$ cat src/rtl/mips_pkg.sv
// Constants shared by the single-cycle MIPS datapath blocks.
// These cover the register file, control unit, destination select mux and ALU.
package mips_pkg;
   localparam int         DATA_W   = 32;
   localparam int         ADDR_W   = 5;
   localparam logic [4:0] REG_ZERO = 5'd0;
   localparam logic [4:0] REG_RA   = 5'd31;  // jal link target
   localparam logic [4:0] REG_SP   = 5'd29;
endpackage

$ cat src/rtl/reg_file_32.sv
// MIPS general-purpose register file: two combinational read ports, one synchronous write port,
// a debug read port and a count of committed writes. $0 is hard-wired to zero.
module reg_file_32 #(
   parameter int DATA_W = mips_pkg::DATA_W,
   parameter int ADDR_W = mips_pkg::ADDR_W,
   parameter int CNT_W  = 16
) (
   input  logic              clk,
   input  logic              rst_n,
   input  logic              we,
   input  logic [ADDR_W-1:0] waddr,
   input  logic [DATA_W-1:0] wdata,
   input  logic [ADDR_W-1:0] raddr1,
   input  logic [ADDR_W-1:0] raddr2,
   output logic [DATA_W-1:0] rdata1,
   output logic [DATA_W-1:0] rdata2,
   input  logic [ADDR_W-1:0] dbg_addr,
   output logic [DATA_W-1:0] dbg_data,
   output logic [CNT_W-1:0]  wr_count
);
   import mips_pkg::*;

   localparam int                NREGS = 2**ADDR_W;
   localparam logic [ADDR_W-1:0] ZERO  = ADDR_W'(REG_ZERO);

   logic [DATA_W-1:0] regs [NREGS];
   logic [NREGS-1:1]  wen;
   logic              wr_commit;
   logic [CNT_W-1:0]  cnt_reg;

   // One-hot write decode; entry 0 has no enable, so $0 can never be written.
   genvar gi;
   generate
      for (gi = 1; gi < NREGS; gi++) begin : g_dec
         assign wen[gi] = we && (waddr == ADDR_W'(gi));
      end
   endgenerate

   assign wr_commit = we && (waddr != ZERO);

   // Flops rather than RAM: every entry must clear asynchronously.
   always_ff @(posedge clk or negedge rst_n) begin
      if (!rst_n) begin
         for (int i = 0; i < NREGS; i++) regs[i] <= '0;
         cnt_reg <= '0;
      end else begin
         for (int i = 1; i < NREGS; i++) begin
            if (wen[i]) regs[i] <= wdata;
         end
         if (wr_commit) cnt_reg <= cnt_reg + CNT_W'(1);
      end
   end

   // No write bypass: wdata depends combinationally on these reads in the datapath.
   assign rdata1   = (raddr1   == ZERO) ? '0 : regs[raddr1];
   assign rdata2   = (raddr2   == ZERO) ? '0 : regs[raddr2];
   assign dbg_data = (dbg_addr == ZERO) ? '0 : regs[dbg_addr];
   assign wr_count = cnt_reg;

endmodule

$ cat config.mk
export PLATFORM = sky130hd
export DESIGN_NAME = reg_file_32
export DESIGN_NICKNAME = d
export VERILOG_FILES = /design/src/rtl/mips_pkg.sv /design/src/rtl/reg_file_32.sv
export SDC_FILE = /design/constraint.sdc
export NUM_CORES = 2
export LEC_CHECK = 0
export ABC_AREA = 1
export CORE_MARGIN = 2
export CORE_UTILIZATION = 23
export DETAILED_ROUTE_END_ITERATION = 6
export GPL_TIMING_DRIVEN = 0
export PLACE_DENSITY = 0.38
export SLEW_MARGIN = 20
export SYNTH_ARGS = -nofsm -noshare
export SYNTH_HDL_FRONTEND = slang
export SYNTH_SLANG_ARGS = --single-unit
$ cat constraint.sdc
create_clock -name clk -period 4 [get_ports clk]
set_clock_uncertainty 0.1 [all_clocks]
set_input_delay 0.8 -clock clk [delete_from_list [all_inputs] [get_ports clk]]
set_output_delay 0.8 -clock clk [all_outputs]
set_load 0.02 [all_outputs]
==> summary.txt <==
Setup path
  – Kind of critical path: in2out
  – Arr. time, crit path: 3240 ps
  – Most prevalent standard cell on the critical path: nand2_1
  – Critical path buffer and inverter count: 4
  – Max FO, Critical Path: 10
  – Element type at the critical path end: output port
  – Kind of launch point of the worst setup path: primary input
  – Largest stage delay, worst path: about 400 ps
  – Top cell family by delay on the critical path: buffers and inverters
  – Critical Path Slowest Stage Cell: dlygate4sd2_1
  – Data required, critical path: 3100 ps
  – Chain of cells forming the critical path: buf_4 > buf_4 > buf_4 > nand2_1 > nand3_1 > nand3_1 > nand3_1 > nand2_1 > nand2_1 > nand2_1 > dlygate4sd2_1

Global route
  – Total Routing Usage GR: 0.354
  – Initial antenna violation count: 62
  – First-pass GRT wire length: 723,000 µm
  – Largest net degree at the start of global routing: 141
  – Grt total ovfl: 0
  – Vias in the first global route: 78,400

Placed design
  – Count of input and output buffers: 156
  – Placed instance count: 15,400
  – Global placer's final weighted congestion: 1.03
  – Placed instance area: approximately 0.076 mm²
  – Estimated wirelength of the detail-placed design: 411,000 µm

Logic synthesis
  – Syn_area_per_cell: slightly above 6 µm²
  – Library cells used by synthesis: 23
  – Yosys warning count: 32
  – Synth Instances: 11,200
  – Flops & latches, synth: 1,008
  – Nets in the synthesized netlist: 11,300
  – Cell area after synthesis: 0.0685 mm²
  – Share of the yosys chip area belonging to registers: 0.368

Timing
  – Transition time at the pin with the least slew margin: 1310 ps
  – Setup violators final: 44
  – Total count of hold-check failures in the final report: 0
  – Final period util: 1.03
  – Setup TNS: -2370 ps
  – Shortest clock period the worst path allows after layout: 4140 ps
  – Final-report max-slew violation count: 0
  – Fmax: 242 MHz
  – Worst rel slew slack: 0.127
  – Slack of the critical path: -136 ps
  – Setup repair after global routing missed its margin: yes

Cells and area
  – Fillcell total: between 30,000 and 40,000
  – Most common library cell in the layout ignoring fill and taps: nand2_1
  – Layout cells sized above 1: 0.0974
  – NumNets Final: about 12,000
  – Top library cells by usage in the layout, fill and taps aside: nand2_1, nand3_1, dfrtp_1
  – Area overhead of the layout relative to synthesis: 22.5%
  – Number of non-filler instances in the completed layout: 15,700
  – Summed area of non-filler cells in the final layout: 0.0839 mm²

Die
  – Placeable Area: 0.297 mm²
  – Boundary Pins: between 150 and 200
  – Die ar.: 0.302 mm²
  – Die width: 550 µm
  – Height of the die: about 550 µm
  – Starting density of the core: 0.231
  – Row count: 200

Routing
  – Total length of routed wires: 550,000 µm
  – Routed wire per std cell: approximately 35 µm
  – First-pass iteration count of the detailed router: 6
  – Antenna Nets Post-Route: 0
  – Via total after detailed routing: between 80,000 and 90,000
  – DRC Markers: 1
  – DRC marker count from the first detailed-route iteration: roughly 12,000
  – Vias per cell: 5.40

Outcome
  – Violated checks: design-rule violations, negative setup slack
  – Status: finished with violations

Clock tree
  – Clock input transition at the sequential cells of the worst setup and hold paths: about 50 ps
  – Clock tree from TritonCTS: done
  – Number of clock sinks seen by CTS: 1,008
  – Max H-tree Level: 4
  – Num CTS Buffers: between 100 and 150
  – Maximum buffer depth of the clock tree: 4
  – CTS root buf: clkbuf_16
  – Later-pin clock latency in the skew report: about 850 ps

Power
  – Maximum ir drop on the vdd rail: about 0.35 mV
  – Leakage power figure: 41.7 nW
  – P per Cell Area: 478 mW/mm²

Run
  – Number of max-cap violations: 0

Min path
  – Hold crit path type: reg2reg
[cells by family after synthesis]
| kind of cell | after synthesis | synth area share |
|---|---|---|
| flops | 1008 | 0.368 |
| compound gates | 1307 | 0.0955 |
| fa+ha+maj | 1 | 0.000183 |
| xor+xnor | 11 | 0.00141 |
| buf+inv | 1867 | 0.111 |
| simple gates | 7039 | 0.424 |
[cell usage after synthesis]
cell	number	share of area
nand2_1	4728	0.26
nand3_1	1997	0.15
dfrtp_1	1008	0.37
o21ai_0	982	0.072
inv_1	945	0.052
clkbuf_1	478	0.026
buf_2	333	0.024
a21oi_1	294	0.021
nor2_1	266	0.015
buf_1	57	0.0031
o21ai_1	31	0.0023
buf_4	28	0.0031
nand2_2	21	0.0019
nor2_2	15	0.0014
inv_2	10	0.00055
clkinv_1	9	0.00049
buf_6	7	0.0012
xor2_1	6	0.00077
nand4_1	5	0.00046
nor3_1	5	0.00037
xnor2_1	5	0.00064
or2_4	2	0.00026
ha_1	1	0.00018
[flip-flops by register name, indices dropped and copies added (netlist names)]
| signal | count |
|---|---|
| regs | 992 |
| wr_count | 16 |
[area by class of cell]
cell class	count	area, µm²	share of cell area
Multi-Input combinational cell	8358	36500	0.435
Sequential cell	1008	25200	0.301
Buffer	902	6220	0.0741
Tap cell	3939	4930	0.0588
Clock buffer	205	4240	0.0506
Inverter	964	3640	0.0434
Timing Repair Buffer	203	2360	0.0281
Clock inverter	51	708	0.00844
Antenna cell	30	75.1	0.000895
[path summary, 6_finish.rpt]
check,start,end,slack [ps],depth (start not counted)
hold / removal,regs[777],regs[777],390,2
hold reg to reg,regs[777],regs[777],390,2
setup / recovery,raddr2[0],rdata2[21],-140,11
min in group asynchronous,rst_n,regs[510],430,2
setup reg to reg,wr_count[0],wr_count[10],2160,5
max in group asynchronous,rst_n,regs[774],1170,5
[report_power, final]
group | internal (W) | switching (W)
registers | 0.0121 | 0.00209
logic | 0.00338 | 0.00829
clock network | 0.00848 | 0.00576
total | 0.0240 | 0.0161
[metrics by stage]
step                      total power [W]  utilization  worst slack (ps)  hold WS, ps
after floorplan                    0.0197            -              1170          353
after global placement             0.0250        0.253            -49270          367
after detailed placement           0.0251        0.256             -1900          374
after CTS                          0.0396        0.281              -265          388
after global routing               0.0416        0.283             -94.1          397
final                              0.0401        0.283              -136          386
[layer usage]
layer  routed length [µm]  track usage  vias to the layer above
met1               215000        0.437                    41300
met5                  102            0                        -
met2               233000        0.529                     5538
met4                46100        0.255                       16
li1                     -            -                    36200
met3                56000       0.0973                     1502
[timing repair]
action,in CTS,in global routing
gates resized for setup,998,246
endpoints found under the hold margin,75,0
hold buffers,1,0
buffers inserted,12,3
pin swaps,6,2
setup endpoints to repair,96,91
[worst reg2reg max path, cell delays in order, from the launching register on]
cell and delay [ps]:
dfrtp_1 460, ha_1 210, nand3_1 120, nor3_1 460, nand4_1 200, xnor2_1 170
No activity file was read; power rests on OpenSTA's default activity.
